`src/rtl/mem_arb_pkg.sv`:
```
// Shared types and constants for the IF/DM memory-port arbiter.
package mem_arb_pkg;

  typedef enum logic [1:0] {
    IDLE  = 2'd0,
    ISSUE = 2'd1,
    WAIT  = 2'd2,
    RESP  = 2'd3
  } arb_state_e;

  typedef enum logic {
    OWN_IF = 1'b0,
    OWN_DM = 1'b1
  } owner_e;

  localparam int NB_LAT_CNT = 3;

endpackage

```
`src/rtl/mem_arb_lat_cnt.sv`:
```
// Loadable down-counter that times the WAIT phase of a memory access.
// o_zero flags that the count reaches zero on this cycle's update.
module mem_arb_lat_cnt
  import mem_arb_pkg::*;
#(
  parameter int MEM_LAT = 1
) (
  input  logic clk,
  input  logic i_rst_n,
  input  logic i_load,
  input  logic i_dec,
  output logic o_zero
);

  localparam logic [NB_LAT_CNT-1:0] LOAD_VAL = NB_LAT_CNT'(MEM_LAT - 1);
  localparam logic [NB_LAT_CNT-1:0] CNT_ONE  = NB_LAT_CNT'(1);

  logic [NB_LAT_CNT-1:0] cnt_q, cnt_d;

  always_comb begin
    cnt_d = cnt_q;
    if (i_load) begin
      cnt_d = LOAD_VAL;
    end else if (i_dec && (cnt_q != '0)) begin
      cnt_d = cnt_q - CNT_ONE;
    end
  end

  always_ff @(posedge clk) begin
    if (!i_rst_n) begin
      cnt_q <= '0;
    end else begin
      cnt_q <= cnt_d;
    end
  end

  assign o_zero = (cnt_d == '0);

endmodule

```
`src/rtl/mem_port_arbiter.sv`:
```
// Arbitrates one single-port memory between instruction fetch and data access.
// Optional fairness: define MEM_PORT_ARBITER_RR_FAIR_EN for alternating tie-breaks.
module mem_port_arbiter
  import mem_arb_pkg::*;
#(
  parameter int NB_ADDR = 32,
  parameter int NB_DATA = 32,
  parameter int NB_STRB = 4,
  parameter int MEM_LAT = 1
) (
  input  logic               clk,
  input  logic               i_rst_n,
  input  logic               i_if_req,
  input  logic [NB_ADDR-1:0] i_if_addr,
  output logic               o_if_gnt,
  output logic               o_if_rvalid,
  output logic [NB_DATA-1:0] o_if_rdata,
  input  logic               i_dm_req,
  input  logic               i_dm_we,
  input  logic [NB_ADDR-1:0] i_dm_addr,
  input  logic [NB_DATA-1:0] i_dm_wdata,
  input  logic [NB_STRB-1:0] i_dm_wstrb,
  output logic               o_dm_gnt,
  output logic               o_dm_rvalid,
  output logic [NB_DATA-1:0] o_dm_rdata,
  output logic               o_mem_en,
  output logic               o_mem_we,
  output logic [NB_ADDR-1:0] o_mem_addr,
  output logic [NB_DATA-1:0] o_mem_wdata,
  output logic [NB_STRB-1:0] o_mem_wstrb,
  input  logic [NB_DATA-1:0] i_mem_rdata,
  output logic               o_sel,
  output logic               o_busy
);

  arb_state_e         state_q, state_d;
  owner_e             owner_q, owner_d;
  logic               we_q, we_d;
  logic [NB_ADDR-1:0] addr_q, addr_d;
  logic [NB_DATA-1:0] wdata_q, wdata_d;
  logic [NB_STRB-1:0] wstrb_q, wstrb_d;

  logic any_req, arb_en, win_dm, cnt_zero;
  logic in_issue, in_resp;

  assign any_req = i_if_req | i_dm_req;
  assign arb_en  = ((state_q == IDLE) || (state_q == RESP)) && any_req;

`ifdef MEM_PORT_ARBITER_RR_FAIR_EN
  // On a tie, the side that did not own the previous access wins.
  owner_e last_own_q, last_own_d;

  always_comb begin
    last_own_d = last_own_q;
    if (arb_en) begin
      last_own_d = win_dm ? OWN_DM : OWN_IF;
    end
    if (i_dm_req && i_if_req) begin
      win_dm = (last_own_q == OWN_IF);
    end else begin
      win_dm = i_dm_req;
    end
  end

  always_ff @(posedge clk) begin
    if (!i_rst_n) begin
      last_own_q <= OWN_IF;
    end else begin
      last_own_q <= last_own_d;
    end
  end
`else
  assign win_dm = i_dm_req;
`endif

  always_comb begin
    state_d = state_q;
    owner_d = owner_q;
    we_d    = we_q;
    addr_d  = addr_q;
    wdata_d = wdata_q;
    wstrb_d = wstrb_q;

    case (state_q)
      IDLE:    if (any_req) state_d = ISSUE;
      ISSUE:   state_d = (MEM_LAT > 1) ? WAIT : RESP;
      WAIT:    if (cnt_zero) state_d = RESP;
      RESP:    state_d = any_req ? ISSUE : IDLE;
      default: state_d = IDLE;
    endcase

    // Instruction fetches are always reads, so no write data or strobes leak out.
    if (arb_en) begin
      owner_d = win_dm ? OWN_DM : OWN_IF;
      we_d    = win_dm & i_dm_we;
      addr_d  = win_dm ? i_dm_addr : i_if_addr;
      wdata_d = win_dm ? i_dm_wdata : '0;
      wstrb_d = (win_dm && i_dm_we) ? i_dm_wstrb : '0;
    end
  end

  always_ff @(posedge clk) begin
    if (!i_rst_n) begin
      state_q <= IDLE;
      owner_q <= OWN_IF;
      we_q    <= 1'b0;
      addr_q  <= '0;
      wdata_q <= '0;
      wstrb_q <= '0;
    end else begin
      state_q <= state_d;
      owner_q <= owner_d;
      we_q    <= we_d;
      addr_q  <= addr_d;
      wdata_q <= wdata_d;
      wstrb_q <= wstrb_d;
    end
  end

  mem_arb_lat_cnt #(
    .MEM_LAT (MEM_LAT)
  ) u_lat_cnt (
    .clk     (clk),
    .i_rst_n (i_rst_n),
    .i_load  (in_issue),
    .i_dec   (state_q == WAIT),
    .o_zero  (cnt_zero)
  );

  assign in_issue = (state_q == ISSUE);
  assign in_resp  = (state_q == RESP);

  assign o_mem_en    = in_issue;
  assign o_mem_we    = in_issue & we_q;
  assign o_mem_addr  = in_issue ? addr_q  : '0;
  assign o_mem_wdata = in_issue ? wdata_q : '0;
  assign o_mem_wstrb = in_issue ? wstrb_q : '0;

  assign o_if_gnt = in_issue && (owner_q == OWN_IF);
  assign o_dm_gnt = in_issue && (owner_q == OWN_DM);

  // The mux stays on the owner until its response has been taken.
  assign o_sel  = (state_q != IDLE) && (owner_q == OWN_DM);
  assign o_busy = (state_q != IDLE);

  assign o_if_rvalid = in_resp && (owner_q == OWN_IF);
  assign o_dm_rvalid = in_resp && (owner_q == OWN_DM);
  assign o_if_rdata  = o_if_rvalid ? i_mem_rdata : '0;
  assign o_dm_rdata  = (o_dm_rvalid && !we_q) ? i_mem_rdata : '0;

endmodule

```
`config.mk`:
```
export PLATFORM = sky130hd
export DESIGN_NAME = mem_port_arbiter
export DESIGN_NICKNAME = d
export VERILOG_FILES = /design/src/rtl/mem_arb_pkg.sv /design/src/rtl/mem_arb_lat_cnt.sv /design/src/rtl/mem_port_arbiter.sv
export SDC_FILE = /design/constraint.sdc
export NUM_CORES = 1
export LEC_CHECK = 0
export CAP_MARGIN = 20
export CORE_MARGIN = 10
export CORE_UTILIZATION = 39
export DETAILED_ROUTE_END_ITERATION = 7
export PLACE_DENSITY_LB_ADDON = 0.25
export SETUP_SLACK_MARGIN = 0.5
export SLEW_MARGIN = 20
export SYNTH_ARGS = -nofsm -noshare
export SYNTH_HDL_FRONTEND = slang
export SYNTH_SLANG_ARGS = --single-unit
```
`constraint.sdc`:
```
create_clock -name clk -period 4.7 [get_ports clk]
set_input_delay 1.175 -clock clk [delete_from_list [all_inputs] [get_ports clk]]
set_output_delay 1.175 -clock clk [all_outputs]
set_load 0.01 [all_outputs]
```
# After elaboration in Yosys (flattened, before gate mapping)
# Cells that the tools add are included.
# classes
addsub	1
n_mul	0
n_div	0
order_cmp	0
n_eq_ne	5
shift	0
mux	15
bitwise_logic	4
reduce_logical	16
# op_table
operator	n
$mux 32	6
$logic_and 1x1->1	9
$mux 4	2
$pmux 2 s4	1
$mux 3	2
$eq 2x2->1 const B	2
$mux 2	2
$ne 2x2->1 const B	2
$logic_not 3->1	1
$reduce_bool 3->1	1
$sub 3x1->3 const B	1
$and 1x1->1	2
$eq 2x1->1 const B	1
$logic_not 2->1	1
$mux 1	2
$reduce_and 2->1	1
$reduce_bool 2->1	1
$logic_not 1->1	1
$logic_or 1x1->1	1
$not 1->1	1
$or 1x1->1	1
# totals
regBits	75
latch_bits	0
mem_bits_rw	0
mem_bits_ro	0
input_bits	137
elab_cells	48
n_memories	0

# Longest topological paths before layout
# Gate-level depths: netlist of the first run.
# logic_depth
word_depth	7
depth_mapped	7
depth_no_buf	7

# Cells and area by module
# A second synthesis of the first run with hierarchy kept.
# unflattened
cells_unflattened	503
hier_area_um2	4229.1
# modules_own_cells
mod	instances	cells_per_inst	area_per_inst_um2	seq_area_each_um2
mem_port_arbiter	1	480	4040.1	1441.4
mem_arb_lat_cnt	1	23	188.9	60.1

# Least setup slack after synthesis of the first run
# OpenSTA, ideal clock, no wires.
# synth_path
path_type	register to output
from	register state_q[0]
to	output o_dm_rdata[10]
arrival_time_ns	1.337
t_required_ns	3.525
slack_ns	2.188
stages_incl_launch_ff	6
path_buffers	1
path_cell_list	dfxtp_1 > ha_1 > and2_1 > nor2b_1 > clkbuf_1 > and2_1
# synth_via
elab_chain_cells	4
# synth_rtl
element	line_no	rtl
start, declared	mem_port_arbiter.sv:36	arb_state_e state_q, state_d;
start signal, assigned	mem_port_arbiter.sv:111	state_q <= state_d;
$eq 2x2->1	mem_port_arbiter.sv:131	assign in_resp = (state_q == RESP);
$logic_and 1x1->1	mem_port_arbiter.sv:147	assign o_dm_rvalid = in_resp && (owner_q == OWN_DM);
named net o_dm_rvalid	mem_port_arbiter.sv:24	output logic o_dm_rvalid,
$logic_and 1x1->1	mem_port_arbiter.sv:149	assign o_dm_rdata = (o_dm_rvalid && !we_q) ? i_mem_rdata : '0;
$mux 32	mem_port_arbiter.sv:149	
end, declared	mem_port_arbiter.sv:25	output logic [NB_DATA-1:0] o_dm_rdata,
# The timed path passes the listed nets, and every way through them passes these cells.

# Worst setup path after layout of the first run
# layout_path
from	register state_q[1]
to	output o_mem_addr[10]
# layout_via
elab_chain_cells	2
# layout_rtl
element	line_no	rtl
$eq 2x1->1	mem_port_arbiter.sv:130	assign in_issue = (state_q == ISSUE);
$mux 32	mem_port_arbiter.sv:135	assign o_mem_addr = in_issue ? addr_q : '0;
end, declared	mem_port_arbiter.sv:28	output logic [NB_ADDR-1:0] o_mem_addr,
# No other way between the ends.

==> results of run 1 <==
## cell type report
type                            count  area share (%)
Inverter                            7          0.3629
Timing Repair Buffer              285           38.95
Multi-Input combinational cell    379           34.58
Sequential cell                    75           20.74
Clock inverter                      4           1.020
Clock buffer                       12           2.004
Tap cell                          136           2.350
## flip-flops by register name, summed over array words and instances (netlist names)
name,flops
addr_q,32
owner_q,1
state_q,2
u_lat_cnt.cnt_q,3
wdata_q,32
we_q,1
wstrb_q,4
## how the worst min path moves through the flow
stage / end / slack [ns] / start / cells past startpoint
final: wdata_q[8]$_SDFFE_PN0P_ / 0.45 / wdata_q[8]$_SDFFE_PN0P_ / 2
after global routing: wdata_q[25]$_SDFFE_PN0P_ / 0.47 / wdata_q[25]$_SDFFE_PN0P_ / 2
after CTS: wdata_q[17]$_SDFFE_PN0P_ / 0.46 / wdata_q[17]$_SDFFE_PN0P_ / 2
after detailed placement: wdata_q[8]$_SDFFE_PN0P_ / 0.44 / wdata_q[8]$_SDFFE_PN0P_ / 2
after global placement: wdata_q[8]$_SDFFE_PN0P_ / 0.43 / wdata_q[8]$_SDFFE_PN0P_ / 2
after floorplan: wdata_q[10]$_SDFFE_PN0P_ / 0.43 / wdata_q[10]$_SDFFE_PN0P_ / 2
## critical path, cell delays in order (launching register included)
cell             delay [ns]
dfxtp_1                0.35
inv_1                  0.09
ha_2                   0.59
buf_4                  0.40
and2_1                 0.18
clkdlybuf4s50_1        0.56
## power breakdown
| group | total [mW] | switching [mW] | internal (mW) |
|---|---|---|---|
| logic | 1.38 | 0.718 | 0.660 |
| registers | 0.907 | 0.0893 | 0.817 |
| clock network | 0.553 | 0.239 | 0.314 |
## cells in the mapped netlist
cell	instances	area, um^2
nor2b_1	10	62.56
xnor2_1	1	8.760
mux2_1	1	11.26
clkbuf_1	30	112.6
a21oi_1	2	10.01
inv_1	7	26.28
nand2b_2	1	8.760
or4_1	1	7.510
or2_1	1	6.260
mux2i_1	34	340.3
a21boi_1	11	82.58
o21ai_1	1	5.000
o221a_1	1	11.26
a311oi_1	1	8.760
buf_2	7	35.03
o211a_1	32	320.3
o21ai_0	1	5.000
and2_1	135	844.6
or4b_1	1	10.01
nand2_1	68	255.2
nand2b_1	3	18.77
nand3_1	32	160.2
ha_1	6	75.07
nor2_1	9	33.78
a21boi_0	22	165.2
buf_1	6	22.52
a22oi_1	4	30.03
a211oi_2	1	12.51
dfxtp_1	75	1501
## cell usage in the layout, fill, tap and decap left out, types with 2 or more instances in the layout
cell,synthesis,layout
clkdlybuf4s50_1,0,274
and2_1,135,135
dfxtp_1,75,75
nand2_1,68,68
mux2i_1,34,34
nand3_1,32,32
o211a_1,32,32
a21boi_0,22,22
a21boi_1,11,11
nor2b_1,10,10
clkbuf_8,0,10
buf_4,0,9
nor2_1,9,8
inv_1,7,7
ha_1,6,5
a22oi_1,4,4
nand2b_1,3,3
a21oi_1,2,2
bufinv_16,0,2
clkbuf_1,30,2
buf_2,7,2
## through the flow
stage	std cells	power [mW]	instance area [um^2]	hold slack (ns)	utilization (%)
floorplan	504	1.666	4192	0.4262	-
global placement	882	2.264	7022	0.4320	67.41
detailed placement	882	2.310	7022	0.4446	67.41
CTS	898	2.872	7241	0.4557	69.51
global route	898	3.032	7241	0.4749	69.51
finish	898	2.838	7241	0.4531	69.51
## cell families (layout without fill, tap and decap cells)
group / Yosys count / in the layout / share of synthesized area [%]
xor gates and xnor gates: 1 / 1 / 0.2090
DFF: 75 / 75 / 35.82
adders and majority gates: 6 / 6 / 1.791
AOI/OAI and AO/OA: 76 / 76 / 15.52
buffers and inverters: 50 / 308 / 4.687
and+or+nand+nor: 261 / 261 / 33.58
muxes: 35 / 35 / 8.388
## metal layers
metal,vias up,wire length [um]
met1,2006,6137
met4,0,282
met3,17,1690
met2,188,8523
li1,2169,-
met5,-,0
==> impl_metrics.csv, run 1 <==
group,metric,value,unit
status,status,"finished clean",
critical_path,endpoint_kind,"primary output",
timing,final-hold-violation-count,0,
pwr,p_leak,3.087,nW
clock_tree,clkSinkCount,75,
critical_path,r2r_end,"state_q[0]$_SDFFE_PN0P_",
finish,multi_input_area,2504,um^2
flow_run,maxCapViolations,0,
timing,skew,0.008920,ns
detailed_routing,vias_per_cell,4.878,
finish,area_growth,72.75,%
timing,setup-violations-final,0,
timing,fmax,269.8,MHz
clock_tree,numCtsBuffers,9,
logic_synthesis,synth_warnings,0,
timing,drv_slew,0,
logic_synthesis,synthCells,504,
finish,fill_cells,831,
global_routing,grt-ovfl-total,0,
global_routing,met2_usage,36.95,%
global_routing,grt_max_degree,66,
finish,drive_gt1_share,3.806,%
logic_synthesis,ys_ff_latch,75,
critical_path,startpoint_type,"flop",
finish,seq_area,1501,um^2
detailed_routing,drtIter0Drc,163,
timing,setup_ws,0.9939,ns
timing,fin_crit_sh,78.85,%
timing,min_period,3.706,ns
logic_synthesis,synth_area,4192,um^2
critical_path,rr_startpoint,"state_q[1]$_SDFFE_PN0P_",
detailed_routing,firstDrtPassIters,4,
placement,portBuffers,276,
global_routing,grt-busiest-layer,"met2",
placement,post-place-ws,1.138,ns
logic_synthesis,ys_seq_area_share,35.82,%
clock_tree,cts_tree,"done",
die,num_rows,37,
clock_tree,clkTransAtPathRegs,0.08,ns
timing,worst_pin_slew,0.8681,ns
logic_synthesis,avgSynthCellArea,8.317,um^2
global_routing,antenna_found_initial,0,
detailed_routing,wirelength,16630,um
logic_synthesis,syn_nets,647,
global_routing,grt_usage,20.20,%
global_routing,grtUsageMet1,20.51,%
clock_tree,h-tree-depth,3,
timing,max_slew_margin,42.13,%
die,die_w,123.7,um
clock_tree,clockRootBuffer,"clkbuf_8",
die,start_util,40.24,%
critical_path,crit_type,"reg2out",
min_path,hp-class,"reg2reg",
pwr,ir_drop,248.4,uV
placement,dp_hpwl,13250,um
global_routing,grt_pass1_vias,4477,
critical_path,rr_worst_depth,7,
placement,routabilityCongestion,0.9616,
die,die_h,123.7,um
critical_path,regToRegSetupSlack,2.19,ns
timing,rsz0062_at_grt,"no",
timing,fin_tns_setup,0,ns
detailed_routing,wire_per_inst,18.52,um
die,die_area,15290,um^2
clock_tree,postCtsSetupRepairBufs,0,
finish,layout.nets,900,
pwr,p_per_area,392.0,nW/um^2
finish,diodes,0,
global_routing,grt_pass1_wl,24260,um
detailed_routing,vias,4380,
clock_tree,holdBufCountCts,0,
clock_tree,clk_path_buf_depth,2,
global_routing,grtUsageMet3,8.507,%
clock_tree,cts.repair.resized,0,
die,ioPinCount,277,
die,core-area,10420,um^2
detailed_routing,drc,0,
critical_path,endpoint,"o_mem_addr[10]",
critical_path,startpoint,"state_q[1]$_SDFFE_PN0P_",
clock_tree,insertion_delay,0.34,ns
critical_path,arrival,2.53,ns
critical_path,crit_fanout,42,
detailed_routing,detail-route-antenna-nets,0,
logic_synthesis,synth_cell_types,29,
critical_path,cp.required,3.52,ns
Power figures use the tool's default switching activity.
==> run 2, diff against run 1 <==
Settings changed: CORE_UTILIZATION 39 to 37.
Clock period 4.7 ns to 3.8 ns, I/O delays scaled along.
==> impl_metrics.csv, run 2 (synthesis gave the netlist of run 1 again) <==
group,metric,value,unit
finish,drive_gt1_share,3.816,%
finish,layout.nets,898,
finish,fill_cells,885,
critical_path,endpoint_kind,"primary output",
pwr,p_leak,3.126,nW
finish,diodes,0,
pwr,sw_frac_of_total,35.39,%
detailed_routing,vias_per_cell,4.800,
clock_tree,cts_tree,"done",
min_path,hp-class,"reg2reg",
placement,routabilityCongestion,0.9241,
placement,portBuffers,276,
critical_path,startpoint_type,"flop",
pwr,p_seq_share,29.9,%
finish,reg.largest.list,"addr_q: 32 flops, wdata_q: 32 flops, wstrb_q: 4 flops",
flow_run,maxCapViolations,0,
placement,placed_cells,884,
placement,post-place-ws,0.7194,ns
finish,layout_common_cells,"clkdlybuf4s50_1 (274), and2_1 (135), dfxtp_1 (75)",
timing,rsz0062_at_grt,"yes",
critical_path,cp.required,2.85,ns
detailed_routing,wirelength,15700,um
die,start_util,38.16,%
timing,fin_crit_sh,83.00,%
global_routing,grt-ovfl-total,0,
timing,fin_tns_setup,0,ns
critical_path,arrival,2.20,ns
detailed_routing,firstDrtPassIters,4,
pwr,comb_power_share,45.7,%
global_routing,grt_pass1_wl,24510,um
detailed_routing,wire_per_inst,17.45,um
timing,final-hold-violation-count,0,
clock_tree,clk_path_buf_depth,2,
die,num_rows,38,
clock_tree,h-tree-depth,3,
detailed_routing,drc,0,
placement,dpl_cell_area,7027,um^2
detailed_routing,drtIter0Drc,202,
global_routing,grt_usage,18.66,%
critical_path,crit_fanout,32,
timing,worst_pin_slew,0.6983,ns
finish,layout.cells.non_filler,900,
clock_tree,holdBufCountCts,0,
placement,dp_hpwl,12360,um
clock_tree,clkTransAtPathRegs,0.06,ns
timing,setup_ws,0.6460,ns
detailed_routing,vias,4320,
pwr,switching_power,1.325,mW
timing,setup-violations-final,0,
timing,max_slew_margin,53.45,%
clock_tree,clkSinkCount,75,
die,die_h,126.4,um
clock_tree,insertion_delay,0.33,ns
finish,area_growth,75.67,%
global_routing,grt_max_degree,75,
finish,utilization,67.04,%
critical_path,crit_type,"reg2out",
die,ioPinCount,277,
timing,min_period,3.154,ns
finish,design_area,7363,um^2
timing,fmax,317.1,MHz
finish,layout_commonest_cell,"clkdlybuf4s50_1",
clock_tree,numCtsBuffers,9,
pwr,p_per_area,508.5,nW/um^2
die,core-area,10980,um^2
global_routing,antenna_found_initial,0,
timing,drv_slew,0,
timing,skew,0.004864,ns
die,die_w,126.4,um
die,die_area,15990,um^2
global_routing,grt_pass1_vias,4320,
timing,hold_ws,0.4457,ns
pwr,ir_drop,299.0,uV
clock_tree,clockRootBuffer,"clkbuf_16",
status,status,"finished clean",
pwr,p_int,2.419,mW
pwr,clock_power_share,24.4,%
pwr,total_power,3.744,mW
detailed_routing,detail-route-antenna-nets,0,
[run 2: layer usage]
layer  up-vias  routed length, um  track usage [%]
li1       2174                  -                -
met1      1954               6014            19.96
met2       178               7833            32.75
met3        14               1608            7.830
met4         0                246            5.559
met5         -                  0                0
[run 2: critical path, cell delays in order, from the launching register on]
cell and delay (ns):
dfxtp_1 0.42, ha_1 0.21, and2_1 0.15, nor2b_1 0.16, buf_6 0.22, and2_1 0.15, clkdlybuf4s50_1 0.57
[run 2: what timing repair did]
action                                  CTS  global route
endpoints found under the hold margin     0             0
endpoints found under the setup margin    0            61
setup buffers                             0             0
resized for setup                         0             2
[run 2: area by class of cell]
| cell class | count | area (um^2) | area share [%] |
|---|---|---|---|
| Clock buffer | 9 | 225.2 | 3.059 |
| Tap cell | 140 | 175.2 | 2.379 |
| Clock inverter | 7 | 97.59 | 1.325 |
| Timing Repair Buffer | 283 | 2824 | 38.35 |
| Inverter | 7 | 26.28 | 0.3568 |
| Multi-Input combinational cell | 379 | 2514 | 34.14 |
| Sequential cell | 75 | 1501 | 20.39 |
[run 2: power groups by stage]
stage	clock, mW	combinational, mW	sequential (mW)
floorplan	0	0.960	1.10
CTS	0.938	1.73	1.12
global route	0.974	1.89	1.15
global placement	0	1.68	1.12
detailed placement	0	1.72	1.14
finish	0.914	1.71	1.12
[run 2: path summary, 6_finish.rpt]
path | startpoint | end | slack [ns] | depth (start not counted)
hold reg to reg | wdata_q[29]$_SDFFE_PN0P_ | wdata_q[29]$_SDFFE_PN0P_ | 0.45 | 2
setup / recovery | state_q[0]$_SDFFE_PN0P_ | o_dm_rdata[17] | 0.65 | 6
setup reg to reg | state_q[1]$_SDFFE_PN0P_ | state_q[0]$_SDFFE_PN0P_ | 1.73 | 7
hold / removal | wdata_q[29]$_SDFFE_PN0P_ | wdata_q[29]$_SDFFE_PN0P_ | 0.45 | 2
